**src/rtl/shift_pkg.sv**
```systemverilog
// Shared encodings and per-stage control payload for the pipelined shift/rotate unit.
package shift_pkg;

   localparam int unsigned MODE_W = 3;

   localparam logic [MODE_W-1:0] SH_LSL = 3'b000;
   localparam logic [MODE_W-1:0] SH_LSR = 3'b001;
   localparam logic [MODE_W-1:0] SH_ASR = 3'b010;
   localparam logic [MODE_W-1:0] SH_ROR = 3'b011;
   localparam logic [MODE_W-1:0] SH_ROL = 3'b100;

   // Control fields that ride alongside the data through every stage.
   typedef struct packed {
      logic [MODE_W-1:0] mode;
      logic              sign;
      logic              sat;
      logic              err;
   } shift_ctrl_t;

endpackage

```
**src/rtl/shift_stage.sv**
```systemverilog
// One barrel layer (shift by DIST when its amount bit is set) plus its pipeline register.
module shift_stage
   import shift_pkg::*;
#(
   parameter int unsigned WIDTH = 8,
   parameter int unsigned DIST  = 1
) (
   input  logic                     i_clk,
   input  logic                     i_rst_n,
   input  logic                     i_valid,
   input  logic [WIDTH-1:0]         i_data,
   input  logic [$clog2(WIDTH)-1:0] i_amt,
   input  shift_ctrl_t              i_ctrl,
   input  logic                     i_ready,
   output logic                     o_valid,
   output logic [WIDTH-1:0]         o_data,
   output logic [$clog2(WIDTH)-1:0] o_amt,
   output shift_ctrl_t              o_ctrl
);

   localparam int unsigned      L    = $clog2(WIDTH);
   localparam int unsigned      BIT  = $clog2(DIST);
   localparam bit               LAST = (DIST == WIDTH / 2);
   localparam logic [WIDTH-1:0] ONES = '1;

   logic             r_valid;
   logic [WIDTH-1:0] r_data;
   logic [L-1:0]     r_amt;
   shift_ctrl_t      r_ctrl;

   logic [WIDTH-1:0] w_shr;
   logic [WIDTH-1:0] w_layer;
   logic [WIDTH-1:0] w_next;
   logic             w_load;

   // Layer shift; the last layer also folds in saturation for out-of-range amounts.
   always_comb begin
      w_shr   = i_data >> DIST;
      w_layer = i_data;
      if (i_amt[BIT]) begin
         case (i_ctrl.mode)
            SH_LSL:  w_layer = i_data << DIST;
            SH_LSR:  w_layer = w_shr;
            SH_ASR:  w_layer = w_shr | (i_ctrl.sign ? ~(ONES >> DIST) : '0);
            SH_ROR:  w_layer = w_shr | (i_data << (WIDTH - DIST));
            default: w_layer = i_data;
         endcase
      end
      w_next = w_layer;
      if (LAST && i_ctrl.sat) begin
         w_next = {WIDTH{i_ctrl.sign && (i_ctrl.mode == SH_ASR)}};
      end
   end

   // Accept when empty or when the downstream side takes our current op.
   assign w_load = !r_valid || i_ready;

   always_ff @(posedge i_clk or negedge i_rst_n) begin
      if (!i_rst_n) begin
         r_valid <= 1'b0;
         r_data  <= '0;
         r_amt   <= '0;
         r_ctrl  <= '0;
      end else if (w_load) begin
         r_valid <= i_valid;
         if (i_valid) begin
            r_data <= w_next;
            r_amt  <= i_amt;
            r_ctrl <= i_ctrl;
         end
      end
   end

   assign o_valid = r_valid;
   assign o_data  = r_data;
   assign o_amt   = r_amt;
   assign o_ctrl  = r_ctrl;

endmodule

```
**src/rtl/pipelined_shifter.sv**
```systemverilog
// Fully pipelined LSL/LSR/ASR/ROR/ROL unit: one register per barrel layer, valid/ready on both sides.
module pipelined_shifter
   import shift_pkg::*;
#(
   parameter int unsigned WIDTH = 8,
   parameter int unsigned AMT_W = 8
) (
   input  logic              CLK,
   input  logic              RESET_N,
   input  logic              IN_VALID,
   output logic              IN_READY,
   input  logic [WIDTH-1:0]  IN_DATA,
   input  logic [AMT_W-1:0]  IN_AMT,
   input  logic [MODE_W-1:0] IN_MODE,
   output logic              OUT_VALID,
   input  logic              OUT_READY,
   output logic [WIDTH-1:0]  OUT_DATA,
   output logic              OUT_ERR
);

   localparam int unsigned L = $clog2(WIDTH);

   logic             w_stg_valid [L];
   logic [WIDTH-1:0] w_stg_data  [L];
   logic [L-1:0]     w_stg_amt   [L];
   shift_ctrl_t      w_stg_ctrl  [L];
   logic [L:0]       w_ready;

   logic [L-1:0]     w_dec_amt;
   shift_ctrl_t      w_dec_ctrl;
   logic             w_unused_ok;

   // Input decode: ROL becomes ROR by the complementary amount; illegal modes pass data through.
   always_comb begin
      w_dec_ctrl      = '0;
      w_dec_ctrl.mode = IN_MODE;
      w_dec_ctrl.sign = IN_DATA[WIDTH-1];
      w_dec_amt       = IN_AMT[L-1:0];
      case (IN_MODE)
         SH_LSL, SH_LSR, SH_ASR: w_dec_ctrl.sat = (IN_AMT >= AMT_W'(WIDTH));
         SH_ROR:                 w_dec_ctrl.sat = 1'b0;
         SH_ROL: begin
            w_dec_ctrl.mode = SH_ROR;
            w_dec_amt       = L'(0) - IN_AMT[L-1:0];
         end
         default: begin
            w_dec_ctrl.err = 1'b1;
            w_dec_amt      = '0;
         end
      endcase
   end

   // Ready ripples back from the consumer through every stage (no skid buffer).
   always_comb begin
      w_ready    = '0;
      w_ready[L] = OUT_READY;
      for (int k = int'(L) - 1; k >= 0; k--) begin
         w_ready[k] = !w_stg_valid[k] || w_ready[k+1];
      end
   end

   for (genvar k = 0; k < L; k++) begin : g_stage
      logic             w_in_valid;
      logic [WIDTH-1:0] w_in_data;
      logic [L-1:0]     w_in_amt;
      shift_ctrl_t      w_in_ctrl;

      if (k == 0) begin : g_first
         assign w_in_valid = IN_VALID;
         assign w_in_data  = IN_DATA;
         assign w_in_amt   = w_dec_amt;
         assign w_in_ctrl  = w_dec_ctrl;
      end else begin : g_chain
         assign w_in_valid = w_stg_valid[k-1];
         assign w_in_data  = w_stg_data[k-1];
         assign w_in_amt   = w_stg_amt[k-1];
         assign w_in_ctrl  = w_stg_ctrl[k-1];
      end

      shift_stage #(
         .WIDTH (WIDTH),
         .DIST  (1 << k)
      ) u_stage (
         .i_clk   (CLK),
         .i_rst_n (RESET_N),
         .i_valid (w_in_valid),
         .i_data  (w_in_data),
         .i_amt   (w_in_amt),
         .i_ctrl  (w_in_ctrl),
         .i_ready (w_ready[k+1]),
         .o_valid (w_stg_valid[k]),
         .o_data  (w_stg_data[k]),
         .o_amt   (w_stg_amt[k]),
         .o_ctrl  (w_stg_ctrl[k])
      );
   end

   assign IN_READY  = w_ready[0];
   assign OUT_VALID = w_stg_valid[L-1];
   assign OUT_DATA  = w_stg_data[L-1];
   assign OUT_ERR   = w_stg_ctrl[L-1].err;

   assign w_unused_ok = ^{w_stg_amt[L-1], w_stg_ctrl[L-1].mode,
                          w_stg_ctrl[L-1].sign, w_stg_ctrl[L-1].sat};

endmodule

```
**config.mk**
```make
export PLATFORM = sky130hd
export DESIGN_NAME = pipelined_shifter
export DESIGN_NICKNAME = d
export VERILOG_FILES = /design/src/rtl/shift_pkg.sv /design/src/rtl/shift_stage.sv /design/src/rtl/pipelined_shifter.sv
export SDC_FILE = /design/constraint.sdc
export NUM_CORES = 1
export LEC_CHECK = 0
export ABC_AREA = 1
export BUFFER_PORTS_ARGS = -buffer_cell sky130_fd_sc_hd__buf_2
export CAP_MARGIN = 30
export CORE_MARGIN = 3
export CORE_UTILIZATION = 45
export DETAILED_ROUTE_END_ITERATION = 10
export PLACE_DENSITY = 0.65
export SLEW_MARGIN = 20
export SYNTH_ARGS = -nofsm -noshare
export SYNTH_HDL_FRONTEND = slang
export SYNTH_SLANG_ARGS = --single-unit
```
**constraint.sdc**
```tcl
create_clock -name CLK -period 2.3 [get_ports CLK]
set_input_delay 0.23 -clock CLK [delete_from_list [all_inputs] [get_ports CLK]]
set_output_delay 0.23 -clock CLK [all_outputs]
set_load 0.01 [all_outputs]
```
**After elaboration in Yosys (flattened, before gate mapping)**

Index checks and enable logic that the tools add are counted.

- Eq/ne operators: 13
- Bitwise logic cells: 6
- Reduce and logical (&&, ||, !) cells: 17
- Magnitude comparators: 1
- Add/sub/neg operators: 1
- Muxes and demuxes: 14

Operators by type and width:

| cell | count |
|---|---|
| case mux 8 bit (4 select lines) | 3 |
| 2-to-1 mux 8 bit | 7 |
| equality test 3 x 2 -> 1 bit (second input constant) | 8 |
| bitwise OR 4 x 8 -> 8 bit | 2 |
| bitwise OR 6 x 8 -> 8 bit | 2 |
| bitwise OR 7 x 8 -> 8 bit | 2 |
| equality test 3 x 1 -> 1 bit (second input constant) | 4 |
| zero test 3 bit | 4 |
| greater-or-equal comparator 8 x 4 -> 1 bit (second input constant) | 1 |
| case mux 3 bit (2 select lines) | 1 |
| AND reduction 2 bit | 3 |
| OR reduction 5 bit | 1 |
| OR reduction 4 bit | 1 |
| equality test 3 bit (second input constant) | 1 |
| zero test 1 bit | 3 |
| logical OR 1 bit | 3 |
| 2-to-1 mux 3 bit | 1 |
| OR reduction 3 bit | 1 |
| subtractor 1 x 3 -> 3 bit (first input constant) | 1 |
| 2-to-1 mux 1 bit | 2 |
| logical AND 1 bit | 1 |

- Bits of input ports: 23
- Bits in registers: 46
- Output and inout bits: 11
- Logic and storage cells: 69

**Depth between registers and ports, before layout**

- Depth after elaboration: 5
- Mapped depth: 9
- Gate-level depth less buffers: 9

**Hierarchy**

Synthesis repeated with hierarchy kept, for this count alone.

- Cell total of the unflattened synthesis: 380
- Area, all modules: 2,831.5 um^2

Modules (own cells, without submodules):

| module | instances | seq. area each (um^2) | cells an instance | area each (um^2) |
|---|---|---|---|---|
| shift_stage at g_stage[0].u_stage | 1 | 450.4 | 119 | 894.6 |
| shift_stage at g_stage[1].u_stage | 1 | 450.4 | 115 | 890.9 |
| shift_stage at g_stage[2].u_stage | 1 | 450.4 | 113 | 885.8 |
| pipelined_shifter | 1 | 0.0 | 33 | 160.2 |

**Worst setup path before layout**

Ideal clock, no wire load.

- Kind: reg-to-reg
- From: reg g_stage[2].u_stage.r_valid
- To: reg g_stage[0].u_stage.r_data[5]
- Buffers on the path: 1
- Data required time: 2,184 ps
- Library setup time: 116 ps
- Setup slack: 1,068 ps
- Data arrival time: 1,115 ps
- Stages on the path, launching flop included: 9
- Clock period less this slack: 1,232 ps
- Cells stage by stage: dfrtp_1 > inv_1 > nor2_4 > nand3_2 > nand2_2 > buf_4 > nor2_1 > nand2_1 > nand2_1

- Word-level cells in the longest chain between the ends: 5

RTL lines:

| element | line | RTL |
|---|---|---|
| start: declaration | shift_stage.sv:26 | `logic r_valid;` |
| start signal: assignment | shift_stage.sv:65 | `r_valid <= i_valid;` |
| zero test 1 bit | pipelined_shifter.sv:58 | `w_ready[k] = !w_stg_valid[k] \|\| w_ready[k+1];` |
| logical OR 1 bit (2 in a row) | pipelined_shifter.sv:58 |  |
| logical OR 1 bit | n/a |  |
| named net IN_READY | pipelined_shifter.sv:11 | `output logic IN_READY,` |
| AND reduction 2 bit (no line) | n/a |  |
| end signal: assignment | shift_stage.sv:67 | `r_data <= w_next;` |
| end: declaration | shift_stage.sv:27 | `logic [WIDTH-1:0] r_data;` |

The timed path passes the listed nets, and every way through them passes these cells.
A chain may end at the register's enable or synchronous reset.

**Final worst setup path**

- From: reg g_stage[2].u_stage.r_valid
- To: reg g_stage[0].u_stage.r_ctrl (netlist bit g_stage[0].u_stage.o_ctrl[5])

- Word-level cells in the longest chain between the ends: 5

RTL lines:

| element | line | RTL |
|---|---|---|
| zero test 1 bit | pipelined_shifter.sv:58 |  |
| logical OR 1 bit (2 in a row) | pipelined_shifter.sv:58 |  |
| logical OR 1 bit | shift_stage.sv:56 | `assign w_load = !r_valid \|\| i_ready;` |
| AND reduction 2 bit (no line) | n/a |  |
| end signal: assignment | shift_stage.sv:69 | `r_ctrl <= i_ctrl;` |
| end: declaration | shift_stage.sv:29 | `shift_ctrl_t r_ctrl;` |

Every way passes these cells.

==> flow_summary.json <==
{
  "setup_violations": 0,
  "final_common_cell": "nand2_1",
  "die_area_um2": 6090,
  "worstMarginPinSlew_ns": 0.399,
  "synthCells": 325,
  "async_flop_share": 1.00,
  "antenna_left": 0,
  "dieHeight_um": 78.0,
  "clk_pin_slew_ns": 0.08,
  "ys_ff_latch": 43,
  "die_w_um": 78.0,
  "rsz0062_at_grt": "no",
  "clkLatencyLatePin_ns": 0.29,
  "vias": 2091,
  "synthAdderAreaFrac": 0.00536,
  "r2r_slack_ns": 0.86,
  "std_cell_rows": 25,
  "max-vdd-ir-drop_mv": 0.332,
  "cts_resized": 0,
  "drcViolationCount": 0,
  "syn_nets": 349,
  "core_area_um2": 4880,
  "hold_path_class": "in2reg",
  "power.density_nw_per_um2": 950,
  "root_buffer": "clkbuf_8",
  "synth-edff-count": 0,
  "synth_top_family_by_area": "simple AND/OR/NAND/NOR gates",
  "synth_compound_area_frac": 0.139,
  "dp_hpwl_um": 3570,
  "r2r_start": "g_stage[2].u_stage.o_valid",
  "grt_usage": 0.170,
  "wl_per_cell_um": 11.2,
  "max_freq_mhz": 696,
  "finalSetupTns_ns": 0,
  "hold_path_depth": 2,
  "fin_crit_sh": 0.624,
  "synth_area_um2": 2330,
  "end_kind": "flip-flop",
  "crit_arrival_ns": 1.61,
  "cts_max_level": 2,
  "fillers": 500,
  "first_iter_violations": 84,
  "wirelength_um": 4800,
  "layout_common_cells": "99 x nand2_1, 45 x nor2_1, 43 x dfrtp_1",
  "cellLeakagePower_nw": 1.39,
  "worstReg2RegEnd": "g_stage[0].u_stage.o_ctrl[5]",
  "hold_buffers": 0,
  "diodes": 0,
  "synth_simple_gate_area_frac": 0.308,
  "io_buffers": 33,
  "drv_slew": 0,
  "overflow": 0,
  "area_growth_pct": 13.9,
  "grt_pass1_vias": 1971,
  "critPathKind": "reg2reg",
  "cp_slowest_stage_delay_ns": 0.34,
  "via_per_inst": 4.86,
  "cp.required_ns": 2.47,
  "worstHoldStart": "OUT_READY",
  "synth-xor-area-share": 0,
  "nNetsFinal": 386,
  "synth.avg_cell_area_um2": 7.18,
  "slowest_stage": "dfrtp_1",
  "antenna_found_initial": 0,
  "numClockSinks": 43,
  "relSlewSlack": 0.733,
  "ys_types": 21,
  "cts_buffer_depth": 2,
  "drive_gt1_frac": 0.157,
  "cts_made_buffers": 5,
  "grt_pass1_wl_um": 8460,
  "postCtsSetupBuffers": 0,
  "status": "finished clean",
  "drt-pass1-iter-count": 4,
  "skew_ns": 0.00788,
  "ys_warn_count": 0,
  "crit_start": "g_stage[2].u_stage.o_valid",
  "crit_fanout": 23,
  "startpoint_type": "flip-flop",
  "synthFlopType": "dfrtp_1",
  "utilization": 0.545,
  "crit_chain": "inv_1 -> nor2_4 -> nand3_2 -> nand2_2 -> inv_2 -> nand2_1 -> o21ai_0",
  "whs_endpoint": "g_stage[2].u_stage.o_valid",
  "grt_max_degree": 44,
  "maxCapViolations": 0,
  "rr_worst_depth": 7,
  "initial_utilization": 0.478,
  "tritoncts": "done",
  "routabilityCongestion": 0.891,
  "finalHoldViolations": 0,
  "io_pins": 34,
  "ys_seq_area_frac": 0.461,
  "period_needed_ns": 1.44,
  "synth.mux.area_fraction": 0.00482
}
## report_power, final
group / switching [mW] / internal [mW]
Clock: 0.241 / 0.213
Combinational: 0.553 / 0.340
Sequential: 0.177 / 1.00
## worst max-delay path by stage
| stage | end | slack, ns | depth (start not counted) |
|---|---|---|---|
| finish | g_stage[0].u_stage.o_ctrl[5] | 0.86 | 7 |
| global route | g_stage[0].u_stage.o_ctrl[5] | 0.66 | 7 |
| CTS | g_stage[0].u_stage.o_ctrl[5] | 0.84 | 7 |
| detailed placement | g_stage[0].u_stage.o_ctrl[5] | 0.86 | 7 |
| global placement | g_stage[0].u_stage.o_ctrl[5] | 0.92 | 7 |
| floorplan | g_stage[0].u_stage.o_data[5] | 1.07 | 8 |
## logic make-up after synthesis
family / count (synthesis)
AOI/OAI and AO/OA: 62
adders and majority gates: 1
buffers and inverters: 46
DFF: 43
muxes: 1
and+or+nand+nor: 172
## cells in the mapped netlist, types with 3 or more instances
library cell  instances  share of area
o211ai_1              6          0.019
o21ai_0              25          0.054
inv_2                 5         0.0080
nor2_1               45          0.072
nand2_2               5          0.013
a21oi_1              30          0.064
dfrtp_1              43           0.46
nand2_1              99           0.16
nand3_1              16          0.034
inv_1                36          0.058
nor2_4                3          0.014
## flip-flops by register name (all words and copies together), names as in the netlist
name	count
g_stage.u_stage.o_amt	3
g_stage.u_stage.o_ctrl	13
g_stage.u_stage.o_valid	3
g_stage.u_stage.o_data	24
## layout make-up
cell class	count	area (um2)	area share
Tap cell	67	83.8	0.0315
Timing Repair Buffer	35	195	0.0734
Clock inverter	1	5.00	0.00188
Clock buffer	7	76.3	0.0287
Multi-Input combinational cell	236	1070	0.402
Inverter	41	154	0.0579
Sequential cell	43	1080	0.405
## metal layers
| metal | GRT usage | part of all wire | vias to the layer above |
|---|---|---|---|
| li1 | - | - | 1104 |
| met1 | 0.203 | 0.48 | 935 |
| met2 | 0.305 | 0.47 | 47 |
| met3 | 0.0367 | 0.037 | 5 |
| met4 | 0.0490 | 0.012 | 0 |
| met5 | 0 | 0 | - |
## metrics by stage
step,cells,area (um2),power (mW),hold slack [ns],setup slack (ns)
after CTS,428,2630,2.55,0.114,0.841
after detailed placement,420,2550,2.09,0.434,0.863
after global routing,430,2660,2.76,0.190,0.664
final,430,2660,2.53,0.177,0.864
after global placement,420,2550,2.07,0.426,0.923
after floorplan,325,2330,1.81,-0.0656,1.07
## worst max-delay path: cells and delay by family, from the launching register on
family | cells | cell delay (ns)
simple gates | 4 | 0.68
flops | 1 | 0.34
buf+inv | 2 | 0.22
compound gates | 1 | 0.08
(Power assumes the default switching activity.)
